==> src/rtl/mvm_pkg.sv <==
// rtl/mvm_pkg.sv - shared types and default sizes for the MVM stream arbiter
package mvm_pkg;

    localparam int N_DEF = 8;
    localparam int M_DEF = 8;
    localparam int W_DEF = 16;

    typedef enum logic [1:0] {
        IDLE = 2'd0,
        SEND = 2'd1,
        RECV = 2'd2
    } state_t;

    function automatic int max2(input int a, input int b);
        return (a > b) ? a : b;
    endfunction

endpackage

==> src/rtl/rr_arb2.sv <==
// rtl/rr_arb2.sv - combinational two-way round-robin picker
// Ports:
//   req[1:0]  request lines from requester 0 and 1
//   last      index of the requester served most recently
//   winner    index of the chosen requester (meaningful when req != 0)
module rr_arb2 (
    input  logic [1:0] req,
    input  logic       last,
    output logic       winner
);

    always_comb begin
        winner = 1'b0;
        if (req == 2'b11) begin
            winner = ~last;
        end else if (req[1]) begin
            winner = 1'b1;
        end
    end

endmodule

==> src/rtl/mvm_stream_arbiter.sv <==
// rtl/mvm_stream_arbiter.sv - shares one MVM layer between two requester streams
// Ports:
//   clk, reset                  rising-edge clock, synchronous active-high reset
//   s0_*, s1_*                  requester input-vector streams (valid/ready/data)
//   m0_*, m1_*                  requester result streams (valid/ready/data)
//   l_s_valid/l_s_ready/l_data_in   towards the layer input port
//   l_m_valid/l_m_ready/l_data_out  from the layer output port
//   grant                       current owner index, meaningful while busy
//   busy                        high while a transaction is in SEND or RECV
//   txn_cnt0, txn_cnt1          per-requester completed transactions (MVM_ARB_PERF_EN only)
module mvm_stream_arbiter
    import mvm_pkg::*;
#(
    parameter int N = N_DEF,
    parameter int M = M_DEF,
    parameter int W = W_DEF
) (
    input  logic         clk,
    input  logic         reset,
    input  logic         s0_valid,
    output logic         s0_ready,
    input  logic [W-1:0] s0_data,
    input  logic         s1_valid,
    output logic         s1_ready,
    input  logic [W-1:0] s1_data,
    output logic         m0_valid,
    input  logic         m0_ready,
    output logic [W-1:0] m0_data,
    output logic         m1_valid,
    input  logic         m1_ready,
    output logic [W-1:0] m1_data,
    output logic         l_s_valid,
    input  logic         l_s_ready,
    output logic [W-1:0] l_data_in,
    input  logic         l_m_valid,
    output logic         l_m_ready,
    input  logic [W-1:0] l_data_out,
    output logic         grant,
    output logic         busy
`ifdef MVM_ARB_PERF_EN
    ,
    output logic [15:0]  txn_cnt0,
    output logic [15:0]  txn_cnt1
`endif
);

    localparam int CW = $clog2(max2(N, M) + 1);
    localparam logic [CW-1:0] N_LAST = CW'(N - 1);
    localparam logic [CW-1:0] M_LAST = CW'(M - 1);

    state_t        r_state;
    state_t        w_next;
    logic          r_grant;
    logic          r_last;
    logic [CW-1:0] r_cnt;
    logic          w_winner;
    logic          w_sg_valid;
    logic          w_mg_ready;
    logic          w_send_beat;
    logic          w_recv_beat;
    logic          w_send_done;
    logic          w_recv_done;

    rr_arb2 u_rr_arb2 (
        .req    ({s1_valid, s0_valid}),
        .last   (r_last),
        .winner (w_winner)
    );

    assign w_sg_valid  = r_grant ? s1_valid : s0_valid;
    assign w_mg_ready  = r_grant ? m1_ready : m0_ready;
    assign w_send_beat = (r_state == SEND) && w_sg_valid && l_s_ready;
    assign w_recv_beat = (r_state == RECV) && l_m_valid && w_mg_ready;
    assign w_send_done = w_send_beat && (r_cnt == N_LAST);
    assign w_recv_done = w_recv_beat && (r_cnt == M_LAST);

    assign busy  = (r_state != IDLE) && !reset;
    assign grant = r_grant && !reset;

    always_ff @(posedge clk) begin
        if (reset) begin
            r_state <= IDLE;
        end else begin
            r_state <= w_next;
        end
    end

    // One counter serves both phases; it is cleared on each phase exit.
    always_ff @(posedge clk) begin
        if (reset) begin
            r_grant <= 1'b0;
            r_last  <= 1'b1;
            r_cnt   <= '0;
        end else begin
            if ((r_state == IDLE) && (s0_valid || s1_valid)) begin
                r_grant <= w_winner;
            end
            if (w_send_beat || w_recv_beat) begin
                r_cnt <= (w_send_done || w_recv_done) ? '0 : r_cnt + 1'b1;
            end
            if (w_recv_done) begin
                r_last <= r_grant;
            end
        end
    end

    always_comb begin
        w_next    = r_state;
        s0_ready  = 1'b0;
        s1_ready  = 1'b0;
        m0_valid  = 1'b0;
        m1_valid  = 1'b0;
        m0_data   = '0;
        m1_data   = '0;
        l_s_valid = 1'b0;
        l_data_in = '0;
        l_m_ready = 1'b0;
        case (r_state)
            IDLE: begin
                if (s0_valid || s1_valid) begin
                    w_next = SEND;
                end
            end
            SEND: begin
                l_s_valid = w_sg_valid;
                l_data_in = r_grant ? s1_data : s0_data;
                s0_ready  = !r_grant && l_s_ready;
                s1_ready  = r_grant && l_s_ready;
                if (w_send_done) begin
                    w_next = RECV;
                end
            end
            RECV: begin
                m0_valid  = !r_grant && l_m_valid;
                m1_valid  = r_grant && l_m_valid;
                m0_data   = r_grant ? '0 : l_data_out;
                m1_data   = r_grant ? l_data_out : '0;
                l_m_ready = w_mg_ready;
                if (w_recv_done) begin
                    w_next = IDLE;
                end
            end
            default: w_next = IDLE;
        endcase
        // Outputs go quiet in the very cycle reset is sampled, not one later.
        if (reset) begin
            s0_ready  = 1'b0;
            s1_ready  = 1'b0;
            m0_valid  = 1'b0;
            m1_valid  = 1'b0;
            m0_data   = '0;
            m1_data   = '0;
            l_s_valid = 1'b0;
            l_data_in = '0;
            l_m_ready = 1'b0;
        end
    end

`ifdef MVM_ARB_PERF_EN
    logic [15:0] r_txn_cnt0;
    logic [15:0] r_txn_cnt1;

    always_ff @(posedge clk) begin
        if (reset) begin
            r_txn_cnt0 <= '0;
            r_txn_cnt1 <= '0;
        end else if (w_recv_done) begin
            if (!r_grant && (r_txn_cnt0 != 16'hFFFF)) begin
                r_txn_cnt0 <= r_txn_cnt0 + 16'd1;
            end
            if (r_grant && (r_txn_cnt1 != 16'hFFFF)) begin
                r_txn_cnt1 <= r_txn_cnt1 + 16'd1;
            end
        end
    end

    assign txn_cnt0 = r_txn_cnt0;
    assign txn_cnt1 = r_txn_cnt1;
`endif

endmodule

==> config.mk <==
export PLATFORM = sky130hd
export DESIGN_NAME = mvm_stream_arbiter
export DESIGN_NICKNAME = d
export VERILOG_FILES = /design/src/rtl/mvm_pkg.sv /design/src/rtl/rr_arb2.sv /design/src/rtl/mvm_stream_arbiter.sv
export SDC_FILE = /design/constraint.sdc
export NUM_CORES = 1
export LEC_CHECK = 0
export ABC_AREA = 1
export CORE_MARGIN = 5
export CORE_UTILIZATION = 28
export CTS_CLUSTER_DIAMETER = 40
export DETAILED_ROUTE_END_ITERATION = 10
export GPL_ROUTABILITY_DRIVEN = 0
export PLACE_DENSITY = 0.85
export SLEW_MARGIN = 10
export SYNTH_ARGS = -nofsm -noshare
export SYNTH_HDL_FRONTEND = slang
export SYNTH_SLANG_ARGS = --single-unit
export TNS_END_PERCENT = 5
==> constraint.sdc <==
create_clock -name clk -period 1.6 [get_ports clk]
set_clock_uncertainty 0.1 [all_clocks]
set_input_delay 0.4 -clock clk [delete_from_list [all_inputs] [get_ports clk]]
set_output_delay 0.4 -clock clk [all_outputs]
set_load 0.005 [all_outputs]
==> impl_metrics.yaml <==
timing:
  finalCriticalPeriod_ns: 1.75
  rsz0062_at_grt: "yes"
  drv_slew: 0
  fmax_mhz: 571
  setup_viol: 55
  worst_pin_slew_ns: 0.241
  layout_setup_ws_ns: -0.151
  post-route-period-util: 1.09
  finalHoldViolCount: 0
  relSlewSlack: 0.839
layout:
  multi_input_area_um2: 873
  final_cells: 358
  seq_area_um2: 166
  fill_cells: 344
  n_antenna_cell: 0
  syn2layout_area_growth_pct: 129
  nets: 369
  layout-drive-gt1-share: 0.487
worst_hold_path:
  worstHoldPathType: "flip-flop to flip-flop"
  whs_path_depth: 2
setup_path:
  cp_max_fo: 16
  required_ns: 1.10
  start_kind: "flip-flop"
  reg2reg_depth: 10
  ff2ff_setup_slack_ns: 0.16
  cp.arrival_ns: 1.25
  crit_type: "flip-flop to primary output"
  worstSetupEndpointType: "primary output"
logic_synthesis:
  yosysWarnings: 0
  yosys_register_bits: 8
  syn_nets: 241
  ys_seq_area_frac: 0.156
  synth-compound-area-share: 0.120
  synth_top_family_by_area: "simple AND/OR/NAND/NOR gates"
  syn_area_um2: 1030
  synth_adder_area_share: 0.0122
  synthCells: 184
  ys_types: 22
  muxShareOfSynthArea: 0
  synth-simple-area-share: 0.545
  synth_xor_area_frac: 0
  avgSynthCellArea_um2: 5.58
status:
  violations: "negative setup slack"
  status: "complete, but fails checks"
cts:
  htreeDepth: 1
  tritoncts: "yes"
  cts_buffers: 3
  clkLatencyLatePin_ns: 0.23
  clockRootBuffer: "clkbuf_8"
  cts_sinks: 8
  clk_pin_slew_ns: 0.04
  clk_path_buf_depth: 2
floorplanning:
  core-area_um2: 3610
  num_rows: 22
  boundaryPins: 112
  die_y_um: 70.5
  die-area_um2: 4970
  start_util: 0.285
  fp.dieW_um: 70.5
power:
  p_leak_nw: 1.19
  p_total_w: 0.000858
  p_per_area_nw_per_um2: 365
  ir_drop_mv: 0.413
routing:
  drt_pass1_iterations: 4
  wl_per_cell_um: 12.7
  drt_wl_total_um: 4560
  drc: 0
  drtIter0Drc: 41
  viasPerCell: 4.56
  via_count: 1631
  antenna_left: 0
place:
  place_inst: 349
  portBuffers: 111
  dpl.hpwl_um: 3430
grt:
  grt_usage: 0.165
  grt_max_degree: 27
  grt_pass1_vias: 1549
  grt_remaining_overflow: 0
  antenna_found_initial: 0
  grt_pass1_wl_um: 6920
run:
  max-cap-violations: 0
-- critical path: stages, from the launching register on --
cell	delay, ns
dfxtp_2	0.32
inv_2	0.05
nor2_4	0.16
nand2_8	0.13
a21oi_1	0.13
clkdlybuf4s15_2	0.22
-- power by group --
group | switching, W | internal (W) | total (W) | leakage (nW)
clock | 0.0000843 | 0.000163 | 0.000248 | 0.0216
sequential | 0.00000663 | 0.000207 | 0.000214 | 0.0665
combinational | 0.000179 | 0.000218 | 0.000397 | 1.11
total | 0.000270 | 0.000588 | 0.000858 | 1.19
-- area by class of cell --
cell class                      count  area share
Timing Repair Buffer              134       0.464
Multi-Input combinational cell    139       0.371
Sequential cell                     8      0.0708
Inverter                           26      0.0511
Tap cell                           48      0.0255
Clock buffer                        3      0.0176
-- layer usage --
layer | up-vias | part of all wire | track usage | wire length, um
li1 | 845 | - | - | -
met1 | 720 | 0.41 | 0.179 | 1880
met2 | 63 | 0.50 | 0.308 | 2270
met3 | 3 | 0.085 | 0.0540 | 385
met4 | 0 | 0.0061 | 0.0397 | 28
met5 | - | 0 | 0 | 0
-- sequential cells by signal, indices dropped and copies added, names as in the netlist --
name	flops
r_cnt	4
r_grant	1
r_last	1
r_state	2
-- cells by family (layout without fill, tap and decap cells) --
logic type	Yosys count	after routing
AND/OR/NAND/NOR	114	114
AO/OA/AOI/OAI	24	24
flip-flops	8	8
buffers and inverters	37	163
adder cells (fa/ha/maj)	1	1
-- Yosys cell counts, drive strengths merged --
| cell | count | area share |
|---|---|---|
| ha | 1 | 0.012 |
| buf | 9 | 0.065 |
| a21oi | 19 | 0.093 |
| or2 | 1 | 0.0061 |
| o211ai | 1 | 0.0073 |
| nand3 | 7 | 0.034 |
| inv | 26 | 0.095 |
| and3 | 1 | 0.0061 |
| o21ai | 4 | 0.020 |
| nand4 | 1 | 0.0061 |
| nor3 | 36 | 0.22 |
| dfxtp | 8 | 0.16 |
| nand2 | 54 | 0.21 |
| nor2 | 14 | 0.061 |
| clkbuf | 2 | 0.0073 |
-- final timing paths --
check / to / from
max: l_data_in[11] / r_state[0]
min: r_last / r_last
max reg2reg: r_cnt[0] / r_grant
min reg2reg: r_last / r_last
-- repair_timing --
action,4_1_cts,5_1_grt
gates cloned,0,1
hold buffers,0,0
endpoints found under the setup margin,56,61
pin swaps,18,17
gates resized for setup,268,39
setup buffers,4,1
-- layout by cell type, fill, tap and decap left out, types with 8 or more instances in the layout --
cell             netlist  final
buf_2                  5     53
nand2_1               50     48
clkdlybuf4s50_1        0     40
nor3_2                10     32
buf_4                  1     15
inv_2                  5     14
a21oi_1               19     12
nor2_1                12     12
inv_1                 21      8
dlymetal6s2s_1         0      8
-- per-stage QoR --
step           setup TNS, ns  hold WS, ns  utilization  cell area, um2  setup WS (ns)
2_1_floorplan        -0.0247        0.346            -            1030       -0.00247
3_3_place_gp          -48.26        0.375        0.628            2270         -0.941
3_5_place_dp          -49.47        0.376        0.628            2270         -0.968
4_1_cts                -4.87        0.395        0.613            2210         -0.152
5_1_grt                -7.46        0.458        0.652            2350         -0.210
6_report               -4.16        0.388        0.652            2350         -0.151
(Power assumes the default switching activity.)
